--- config.mk ---
export PLATFORM = sky130hd
export DESIGN_NAME = adc_frame_buffer
export DESIGN_NICKNAME = d
export VERILOG_FILES = /design/src/rtl/adc_frame_pkg.sv /design/src/rtl/adc_frame_buffer_sample_ram.sv /design/src/rtl/adc_frame_buffer.sv
export SDC_FILE = /design/constraint.sdc
export NUM_CORES = 1
export LEC_CHECK = 0
export ABC_AREA = 1
export BUFFER_PORTS_ARGS = -buffer_cell sky130_fd_sc_hd__buf_2
export CAP_MARGIN = 15
export CORE_ASPECT_RATIO = 0.8
export CORE_MARGIN = 2
export CORE_UTILIZATION = 25
export CTS_CLUSTER_SIZE = 16
export DETAILED_ROUTE_END_ITERATION = 12
export GPL_ROUTABILITY_DRIVEN = 0
export PLACE_DENSITY = 0.42
export SKIP_LAST_GASP = 1
export SLEW_MARGIN = 30
export SYNTH_ARGS = -nofsm -noshare
export SYNTH_HDL_FRONTEND = slang
export SYNTH_SLANG_ARGS = --single-unit
--- constraint.sdc ---
create_clock -name clk -period 2.6 [get_ports clk]
set_input_delay 0.52 -clock clk [delete_from_list [all_inputs] [get_ports clk]]
set_output_delay 0.52 -clock clk [all_outputs]
set_load 0.1 [all_outputs]
--- src/rtl/adc_frame_pkg.sv ---
// Shared types and constants for the ADC frame capture buffer.
package adc_frame_pkg;

  localparam int FRAME_LEN_DEF = 68;
  localparam int SAMPLE_W      = 8;

  localparam logic TRIG_RISE = 1'b0;
  localparam logic TRIG_FALL = 1'b1;

  typedef enum logic [2:0] {
    ST_IDLE      = 3'd0,
    ST_WAIT_TRIG = 3'd1,
    ST_CAPTURE   = 3'd2,
    ST_PREFETCH  = 3'd3,
    ST_READOUT   = 3'd4
  } state_t;

endpackage

--- src/rtl/adc_frame_buffer_sample_ram.sv ---
// Simple dual-port sample store: synchronous write, registered synchronous read.
// The read register has a synchronous clear so rd_data returns to 0 on reset/abort.
module sample_ram
  import adc_frame_pkg::*;
#(
  parameter int ADDR_W = 7
) (
  input  logic                clk,
  input  logic                we,
  input  logic [ADDR_W-1:0]   waddr,
  input  logic [SAMPLE_W-1:0] wdata,
  input  logic                re,
  input  logic [ADDR_W-1:0]   raddr,
  input  logic                clr,
  output logic [SAMPLE_W-1:0] rdata
);

  logic [SAMPLE_W-1:0] mem [0:(1<<ADDR_W)-1];

  // Write port.
  always_ff @(posedge clk) begin
    if (we) mem[waddr] <= wdata;
  end

  // Registered read port with output-register clear.
  always_ff @(posedge clk) begin
    if (clr)     rdata <= '0;
    else if (re) rdata <= mem[raddr];
  end

endmodule

--- src/rtl/adc_frame_buffer.sv ---
// Triggered single-frame ADC capture, served byte-by-byte to a downstream sender.
//
// state        | meaning
// -------------+-------------------------------------------------------------
// ST_IDLE      | waiting for arm; all outputs low
// ST_WAIT_TRIG | decimating samples, looking for the trigger edge (or force)
// ST_CAPTURE   | writing kept samples to addresses 1..FRAME_LEN-1
// ST_PREFETCH  | one cycle to read address 0 into the RAM output register
// ST_READOUT   | frame_ready high; rd_req steps through the frame
module adc_frame_buffer
  import adc_frame_pkg::*;
#(
  parameter int FRAME_LEN = FRAME_LEN_DEF,
  parameter int ADDR_W    = 7
) (
  input  logic                clk,
  input  logic                rst,
  input  logic [SAMPLE_W-1:0] adc_data,
  input  logic                adc_valid,
  input  logic                arm,
  input  logic                abort,
  input  logic                force_trig,
  input  logic [SAMPLE_W-1:0] trig_level,
  input  logic                trig_falling,
  input  logic [7:0]          decim,
  output logic                busy,
  output logic                frame_ready,
  input  logic                rd_req,
  output logic [SAMPLE_W-1:0] rd_data,
  output logic                rd_last,
  output logic                frame_done
);

  localparam logic [ADDR_W-1:0] LAST_IDX = ADDR_W'(FRAME_LEN - 1);

  state_t              state;
  logic [7:0]          decim_r;
  logic [7:0]          dcnt;
  logic [7:0]          dcnt_nxt;
  logic [SAMPLE_W-1:0] prev;
  logic                prev_valid;
  logic [ADDR_W-1:0]   wr_ptr;
  logic [ADDR_W-1:0]   rd_ptr;

  logic                kept;
  logic                edge_hit;
  logic                trig_hit;
  logic                ram_we;
  logic [ADDR_W-1:0]   ram_waddr;
  logic                ram_re;
  logic [ADDR_W-1:0]   ram_raddr;
  logic                ram_clr;

  // Decimation, trigger compare and RAM port steering.
  always_comb begin
    kept     = adc_valid && (dcnt == 8'd0);
    dcnt_nxt = (dcnt == decim_r) ? 8'd0 : dcnt + 8'd1;
    if (trig_falling == TRIG_FALL)
      edge_hit = prev_valid && (prev >= trig_level) && (adc_data < trig_level);
    else
      edge_hit = prev_valid && (prev < trig_level) && (adc_data >= trig_level);
    trig_hit  = kept && (force_trig || edge_hit);

    ram_we    = 1'b0;
    ram_waddr = '0;
    ram_re    = 1'b0;
    ram_raddr = rd_ptr + ADDR_W'(1);
    ram_clr   = rst || abort;
    if (!(rst || abort)) begin
      case (state)
        ST_WAIT_TRIG: if (trig_hit) ram_we = 1'b1;
        ST_CAPTURE: begin
          if (kept) begin
            ram_we    = 1'b1;
            ram_waddr = wr_ptr;
          end
        end
        ST_PREFETCH: begin
          ram_re    = 1'b1;
          ram_raddr = '0;
        end
        ST_READOUT: begin
          if (rd_req) begin
            if (!rd_last) ram_re  = 1'b1;
            else          ram_clr = 1'b1;
          end
        end
        default: ;
      endcase
    end
  end

  sample_ram #(.ADDR_W(ADDR_W)) u_ram (
    .clk   (clk),
    .we    (ram_we),
    .waddr (ram_waddr),
    .wdata (adc_data),
    .re    (ram_re),
    .raddr (ram_raddr),
    .clr   (ram_clr),
    .rdata (rd_data)
  );

  // Control FSM with registered outputs; abort behaves like reset.
  always_ff @(posedge clk) begin
    if (rst || abort) begin
      state       <= ST_IDLE;
      busy        <= 1'b0;
      frame_ready <= 1'b0;
      rd_last     <= 1'b0;
      frame_done  <= 1'b0;
      decim_r     <= '0;
      dcnt        <= '0;
      prev        <= '0;
      prev_valid  <= 1'b0;
      wr_ptr      <= '0;
      rd_ptr      <= '0;
    end else begin
      frame_done <= 1'b0;
      case (state)
        ST_IDLE: begin
          if (arm) begin
            decim_r    <= decim;
            dcnt       <= '0;
            prev_valid <= 1'b0;
            busy       <= 1'b1;
            state      <= ST_WAIT_TRIG;
          end
        end
        ST_WAIT_TRIG: begin
          if (adc_valid) dcnt <= dcnt_nxt;
          if (kept) begin
            prev       <= adc_data;
            prev_valid <= 1'b1;
          end
          if (trig_hit) begin
            wr_ptr <= ADDR_W'(1);
            state  <= ST_CAPTURE;
          end
        end
        ST_CAPTURE: begin
          if (adc_valid) dcnt <= dcnt_nxt;
          if (kept) begin
            wr_ptr <= wr_ptr + ADDR_W'(1);
            if (wr_ptr == LAST_IDX) state <= ST_PREFETCH;
          end
        end
        ST_PREFETCH: begin
          rd_ptr      <= '0;
          rd_last     <= 1'b0;
          frame_ready <= 1'b1;
          state       <= ST_READOUT;
        end
        ST_READOUT: begin
          if (rd_req) begin
            if (!rd_last) begin
              rd_ptr  <= rd_ptr + ADDR_W'(1);
              rd_last <= ((rd_ptr + ADDR_W'(1)) == LAST_IDX);
            end else begin
              busy        <= 1'b0;
              frame_ready <= 1'b0;
              rd_last     <= 1'b0;
              frame_done  <= 1'b1;
              state       <= ST_IDLE;
            end
          end
        end
        default: state <= ST_IDLE;
      endcase
    end
  end

endmodule

* Yosys cells after proc, flatten, opt, wreduce, memory -nomap -nowiden
Memory sizes are Yosys's and may differ from the RTL's. A register that Yosys moved wholly into a read port is not among the register bits.
Index checks and enable logic that the tools add are counted.
** Word-level totals
- Memories kept :: 1
- Latch bits :: 0
- Input port bits :: 32
- Output and inout port bits :: 12
- Bits in read-only memories :: 0
- Memory bits (writable) :: 1024
- Flip-flop bits (word level) :: 46
- Logic and storage cells :: 109
** Memories
- u_ram.mem :: depth 128, bits a word 8, read ports 1, clocked after memory_dff 1, wr ports 1, RTL line adc_frame_buffer_sample_ram.sv:18 : logic [SAMPLE_W-1:0] mem [0:(1<<ADDR_W)-1];
** Cells by class
- $lt $le $gt $ge :: 4
- Divide/modulo/power cells :: 0
- Equal/unequal tests :: 16
- Shift-type cells :: 0
- Bitwise logic cells :: 0
- $add $sub $neg :: 3
- Reductions and logical operators :: 26
- Muxes and demuxes :: 48
- Multiply operators :: 0
** Operator list (number)
- $mux W7 :: 9
- $pmux W7 S2 :: 2
- $mux W8 :: 3
- $mux W1 :: 20
- $mux W3 :: 6
- $ge A8 B8 Y1 :: 2
- $lt A8 B8 Y1 :: 2
- $ne A2 B2 Y1 const B :: 8
- $pmux W8 S2 :: 1
- $pmux W3 S5 :: 1
- $reduce_and A3 Y1 :: 5
- $add A7 B1 Y7 const B :: 2
- $eq A7 B7 Y1 const B :: 2
- $pmux W1 S2 :: 6
- $reduce_bool A2 Y1 :: 5
- $add A8 B1 Y8 const B :: 1
- $eq A8 B8 Y1 :: 1
- $logic_not A8 Y1 :: 1
- $eq A3 B2 Y1 const B :: 2
- $logic_and A1 B1 Y1 :: 6
- $reduce_and A2 Y1 :: 3
- $reduce_and A6 Y1 :: 1
- $reduce_and A4 Y1 :: 1
- $eq A3 B1 Y1 const B :: 1
- 5 further kinds :: 6

* Depth between registers and ports, before layout
- Depth in word-level cells :: 11
- Gate-level depth with buffers :: 17
- Mapped depth without buffers :: 15

* By module
A second synthesis with hierarchy kept.
** Second synthesis, totals
- Cells, all modules :: 3970
- Area, all modules :: 44994.4 um^2
** By module, submodules not included
- sample_ram :: instances 1, seq. area each 30909.6 um^2, area an instance 42144.2 um^2, cells each 3545
- adc_frame_buffer :: instances 1, seq. area each 920.9 um^2, area an instance 2850.2 um^2, cells each 425

* Worst setup path after synthesis
OpenSTA, ideal clock, no wires.
- Path kind :: input port to flip-flop
- Start :: input trig_level[5]
- End :: memory u_ram.mem[40][0] (enable)
- Buffers on the path :: 1
- Stages on the path :: 12
- Setup slack :: -0.176 ns
- Arrival :: 2.406 ns
- Data required time :: 2.230 ns
- Library setup time :: 0.370 ns
- Cells stage by stage :: inv_1 > ha_1 > a21oi_1 > nor2_1 > a211oi_1 > nand4_1 > nand3_1 > nand2_1 > o21ai_2 > nand4_2 > buf_6 > nor2_1
** Between the ends
- Word-level cells in the longest chain between the ends :: 11
- Elaborated cells on any way between the ends :: 16
- Those cells by class :: order compare: 4; mux: 6; reduce/logical: 6
** RTL lines
- from (decl) :: RTL line adc_frame_buffer.sv:23 : input logic [SAMPLE_W-1:0] trig_level,
- $lt A8 B8 Y1 or $ge A8 B8 Y1 (tied branches) :: RTL line adc_frame_buffer.sv:61, adc_frame_buffer.sv:59
- $logic_and A1 B1 Y1 (on tied branches) (2 in a row) :: RTL line adc_frame_buffer.sv:61, adc_frame_buffer.sv:59
- $mux W1 (*) :: RTL line adc_frame_buffer.sv:58 : if (trig_falling == TRIG_FALL)
- $logic_or A1 B1 Y1 (*) :: RTL line adc_frame_buffer.sv:62 : trig_hit = kept && (force_trig || edge_hit);
- $logic_and A1 B1 Y1 (*) :: RTL line adc_frame_buffer.sv:62
- $mux W1 (*) :: RTL line adc_frame_buffer.sv:71 : ST_WAIT_TRIG: if (trig_hit) ram_we = 1'b1;
- $pmux W1 S2 (*) :: RTL line adc_frame_buffer.sv:70 : case (state)
- $mux W1 (*) :: RTL line adc_frame_buffer.sv:69 : if (!(rst || abort)) begin
- $mux W1 (*) :: RTL line adc_frame_buffer_sample_ram.sv:22 : if (we) mem[waddr] <= wdata;
- $mux W1 (not written as such) (*) :: RTL line adc_frame_buffer_sample_ram.sv:22
- to (decl) :: RTL line adc_frame_buffer_sample_ram.sv:18
Every way passes the cells marked *; elsewhere a longest branch is shown, timed or not.

* Worst setup path after layout
- Start :: register prev[5]
- End :: memory u_ram.mem[56][5] (enable)
** Between the ends
- Word-level cells in the longest chain between the ends :: 11
- Elaborated cells on any way between the ends :: 14
- Those cells by class :: order compare: 2; mux: 6; reduce/logical: 6
** RTL lines
- from (decl) :: RTL line adc_frame_buffer.sv:40 : logic [SAMPLE_W-1:0] prev;
- from (signal assigned) :: RTL line adc_frame_buffer.sv:133 : prev <= adc_data;
- $lt A8 B8 Y1 or $ge A8 B8 Y1 (tied branches) :: RTL line adc_frame_buffer.sv:61, adc_frame_buffer.sv:59
- $logic_and A1 B1 Y1 (on tied branches) (2 in a row) :: RTL line adc_frame_buffer.sv:61, adc_frame_buffer.sv:59
- $mux W1 (*) :: RTL line adc_frame_buffer.sv:58
- $logic_or A1 B1 Y1 (*) :: RTL line adc_frame_buffer.sv:62
- $logic_and A1 B1 Y1 (*) :: RTL line adc_frame_buffer.sv:62
- $mux W1 (*) :: RTL line adc_frame_buffer.sv:71
- $pmux W1 S2 (*) :: RTL line adc_frame_buffer.sv:70
- $mux W1 (*) :: RTL line adc_frame_buffer.sv:69
- $mux W1 (*) :: RTL line adc_frame_buffer_sample_ram.sv:22
- $mux W1 (not written as such) (*) :: RTL line adc_frame_buffer_sample_ram.sv:22
Marked as above.

==> run_summary.xml <==
<?xml version="1.0" encoding="UTF-8"?>
<metrics>
  <group name="power">
    <metric name="fin_total_pwr" unit="µW">35810</metric>
    <metric name="power_frac_clock" unit="">0.449</metric>
    <metric name="power_report.internal_total" unit="µW">28040</metric>
    <metric name="switching_part_of_the_total" unit="">0.2169</metric>
    <metric name="power_switching" unit="µW">7767</metric>
    <metric name="vdd.ir_drop.worst" unit="µV">549.1</metric>
    <metric name="static-leakage-power" unit="µW">0.02331</metric>
    <metric name="power_frac_seq" unit="">0.531</metric>
    <metric name="pwr-share-comb" unit="">0.020</metric>
    <metric name="powerDensity" unit="nW/µm²">584.8</metric>
  </group>
  <group name="critical_path">
    <metric name="worst_ep_arrival_time" unit="ns">3.19</metric>
    <metric name="critPathMaxFanout" unit="">8</metric>
    <metric name="crit_path_end_kind" unit="">register</metric>
    <metric name="timing.critical_path.required" unit="ns">3.07</metric>
    <metric name="reg2reg_depth" unit="">14</metric>
    <metric name="critPathLaunch" unit="">prev[5]</metric>
    <metric name="critical_setup_path_kind" unit="">reg2reg</metric>
    <metric name="crit_path_end" unit="">u_ram.mem[56][5]</metric>
    <metric name="rr_startpoint" unit="">prev[5]</metric>
    <metric name="critical_path.reg2reg.endpoint" unit="">u_ram.mem[56][5]</metric>
    <metric name="critPathLaunchType" unit="">register</metric>
    <metric name="r2r_setup_slack" unit="ns">-0.13</metric>
  </group>
  <group name="timing">
    <metric name="max_slew.worst_pin.slew" unit="ns">0.9182</metric>
    <metric name="setup_violations" unit="">698</metric>
    <metric name="max_frequency" unit="MHz">366.6</metric>
    <metric name="final.setup_skew" unit="ns">0.03303</metric>
    <metric name="worst_slew_margin_rel" unit="">0.3878</metric>
    <metric name="final-hold-violation-count" unit="">0</metric>
    <metric name="report.final.slew_viol_count" unit="">0</metric>
    <metric name="grt_setup_unrepaired" unit="">true</metric>
    <metric name="layout_setup_ws" unit="ns">-0.1275</metric>
    <metric name="period_needed" unit="ns">2.728</metric>
    <metric name="period_share" unit="">1.049</metric>
  </group>
  <group name="clock_network">
    <metric name="cts_max_path_buffers" unit="">3</metric>
    <metric name="cts_max_level" unit="">3</metric>
    <metric name="clk_pin_slew" unit="ns">0.06</metric>
    <metric name="clock-root-buffer" unit="">clkbuf_16</metric>
    <metric name="worstSkewPairLatency" unit="ns">0.76</metric>
    <metric name="numCtsBuffers" unit="">113</metric>
    <metric name="clock-sinks" unit="">1078</metric>
    <metric name="tritoncts" unit="">yes</metric>
  </group>
  <group name="cells_and_area">
    <metric name="design.final.nets" unit="">4995</metric>
    <metric name="share_of_final_layout_standard_cells_stronger_than_drive_strength_1" unit="">0.1906</metric>
    <metric name="syn2layout_area_growth" unit="%">27.24</metric>
    <metric name="instances_no_fill" unit="">7597</metric>
  </group>
  <group name="global_route">
    <metric name="pin_count_of_the_biggest_net_entering_global_routing" unit="">114</metric>
    <metric name="grt.total_usage" unit="">0.1636</metric>
    <metric name="grt_first_pass_wirelength" unit="mm">237.1</metric>
    <metric name="grt_pass1_vias" unit="">33670</metric>
    <metric name="grt_antenna_before_repair" unit="">5</metric>
    <metric name="gr-total-overflow" unit="">0</metric>
  </group>
  <group name="min_path">
    <metric name="path_category_of_the_worst_min_delay_check" unit="">in2reg</metric>
  </group>
  <group name="yosys">
    <metric name="synth.distinct_cells" unit="">35</metric>
    <metric name="netlist_top_cells_area" unit="">edfxtp_1, nand3_1, nand2_1</metric>
    <metric name="seq_area_frac_synth" unit="">0.6615</metric>
    <metric name="syn-mean-instance-area" unit="µm²">10.52</metric>
    <metric name="portion_of_synthesized_cell_area_occupied_by_the_leading_cell_type" unit="">0.6390</metric>
    <metric name="synth_fp_nets" unit="">4628</metric>
    <metric name="yosys_register_bits" unit="">1078</metric>
    <metric name="mappedNetlistArea" unit="µm²">48120</metric>
    <metric name="number_of_standard_cells_after_synthesis" unit="">4575</metric>
    <metric name="synth.yosys.warnings" unit="">0</metric>
    <metric name="netlist.top_cell.by_area" unit="">edfxtp_1</metric>
  </group>
  <group name="floorplanning">
    <metric name="fp.dieW" unit="µm">494.5</metric>
    <metric name="core-area" unit="µm²">191900</metric>
    <metric name="initial_utilization" unit="">0.2508</metric>
    <metric name="placement_rows" unit="">144</metric>
    <metric name="die_area" unit="µm²">196000</metric>
    <metric name="floorplan.io_pins" unit="">44</metric>
    <metric name="die_h" unit="µm">396.4</metric>
  </group>
  <group name="placement">
    <metric name="place_inst" unit="">7331</metric>
    <metric name="hpwl" unit="mm">99.47</metric>
    <metric name="buffer_ports.inserted" unit="">43</metric>
  </group>
  <group name="detailed_routing">
    <metric name="detail_route.iter0.violations" unit="">3333</metric>
    <metric name="drt_drc_violations_left" unit="">0</metric>
    <metric name="antenna_left" unit="">0</metric>
    <metric name="post_drt_via_cell_ratio" unit="">4.580</metric>
    <metric name="routedWlPerCell" unit="µm">21.64</metric>
    <metric name="wl" unit="mm">164.4</metric>
    <metric name="route.vias.total" unit="">34800</metric>
    <metric name="drt_pass1_iterations" unit="">5</metric>
  </group>
  <group name="run_status">
    <metric name="run_status" unit="">finished with violations</metric>
    <metric name="failed_checks" unit="">setup timing</metric>
  </group>
  <group name="flow_run">
    <metric name="max_cap_violations" unit="">0</metric>
  </group>
</metrics>
-- cell usage in the layout (no fill, tap or decap), drive strengths merged, types with 3 or more instances in the layout --
cell type	netlist	routed
or2	3	3
nor3b	4	4
inv	673	677
xnor2	3	3
bufinv	0	6
o211ai	21	21
clkinv	0	51
xor2	5	5
nand2	902	903
nor2	188	188
bufbuf	0	4
nand3b	280	280
nand4	13	13
o2111ai	6	6
clkbuf	85	153
dfxtp	54	54
ha	21	21
nor3	12	12
a21oi	44	44
clkinvlp	0	7
nor4	7	7
buf	185	507
dlygate4sd3	0	3
o21ai	35	35
edfxtp	1024	1024
nand3	1004	1004
-- sequential cells by signal, summed over array words and instances (netlist names), 3 cells and up --
name	count
wr_ptr	7
u_ram.rdata	8
u_ram.mem	1024
prev	8
dcnt	8
rd_ptr	7
decim_r	8
state	3
-- repair_timing --
item                                    4_1_cts  5_1_grt
resized for setup                           384      125
setup buffers                                25       17
endpoints found under the setup margin      962     1038
gates cloned                                  9        6
pin swaps                                    17       32
hold buffers                                  3        0
endpoints found under the hold margin         3        0
-- worst min path at each step --
stage | from | to | slack, ns | cells after the start
3_3_place_gp | rd_ptr[5] | rd_ptr[5] | 0.46 | 2
5_1_grt | decim[3] | decim_r[3] | 0.04 | 3
2_1_floorplan | decim_r[0] | decim_r[0] | 0.44 | 2
3_5_place_dp | frame_ready | frame_ready | 0.46 | 2
6_report | decim[3] | decim_r[3] | 0.07 | 3
4_1_cts | decim[7] | decim_r[7] | 0.008 | 3
-- Yosys cell counts (all sizes together) --
| master | instances |
|---|---|
| a211oi | 2 |
| a21oi | 44 |
| a31o | 1 |
| buf | 185 |
| clkbuf | 85 |
| dfxtp | 54 |
| edfxtp | 1024 |
| ha | 21 |
| inv | 673 |
| nand2 | 902 |
| nand3 | 1004 |
| nand3b | 280 |
| nand4 | 13 |
| nor2 | 188 |
| nor3 | 12 |
| nor3b | 4 |
| nor4 | 7 |
| o2111ai | 6 |
| o211ai | 21 |
| o21a | 2 |
| o21ai | 35 |
| o31ai | 1 |
| or2 | 3 |
| xnor2 | 3 |
| xor2 | 5 |
-- metrics by stage --
step                      TNS, ns  worst slack (ns)  utilization  instance area (µm²)  hold slack [ns]
after floorplan            -70.33          -0.08795            -                48190           0.4437
after global routing      -182.82           -0.2356       0.3191                61230          0.04108
after detailed placement  -254.41           -0.4961       0.2852                54730           0.4616
final                      -27.68           -0.1275       0.3191                61230          0.07029
after CTS                  -20.13           -0.1273       0.3149                60430         0.007804
after global placement    -284.26           -0.6208       0.2852                54730           0.4558
-- cell type report --
type | instances | area (µm²)
repair inverters | 1 | 11.26
fillers | 19620 | 130700
clock buffers | 147 | 3050
multi-input cells | 2555 | 14040
clock inverters | 67 | 569.3
diodes | 1 | 2.502
repair buffers | 520 | 5942
inverters | 673 | 2574
well taps | 2555 | 3197
flip-flops and latches | 1078 | 31840
-- power groups by stage --
stage          Sequential (µW)  Clock, µW  Combinational [µW]
6_report                 19000      16100                 726
5_1_grt                  19000      17100                 785
4_1_cts                  19000      16500                 734
3_5_place_dp             19400          0                 718
3_3_place_gp             19400          0                 721
2_1_floorplan            19400          0                 130
-- worst max-delay path, stage by stage (launching register included) --
cell and delay [ns]:
dfxtp_1 0.38, ha_4 0.22, a21oi_2 0.13, nor2_1 0.06, a211oi_2 0.24, nand4_1 0.18
nand3_2 0.13, nand2_1 0.09, o21ai_4 0.13, buf_6 0.13, nand4_4 0.12, buf_12 0.18
buf_16 0.16, nor2_4 0.10, buf_6 0.14
-- routing by layer --
metal	global-route usage	wire (µm)	vias up
met2	0.2451	71420	1019
met1	0.2481	80000	17290
li1	-	-	16300
met4	0.03495	3540	0
met3	0.02322	9449	191
met5	0	0	-
-- logic make-up (layout without fill, tap and decap cells) --
group / Yosys count / count (layout) / synth area share
AO/OA/AOI/OAI: 112 / 112 / 0.01370
XOR/XNOR: 8 / 8 / 0.001456
AND/OR/NAND/NOR: 2413 / 2414 / 0.2401
adder cells (fa/ha/maj): 21 / 21 / 0.005460
flip-flops: 1078 / 1078 / 0.6615
other: 0 / 1 / 0
buffers and inverters: 943 / 1408 / 0.07775
No activity file was read; power rests on OpenSTA's default activity.
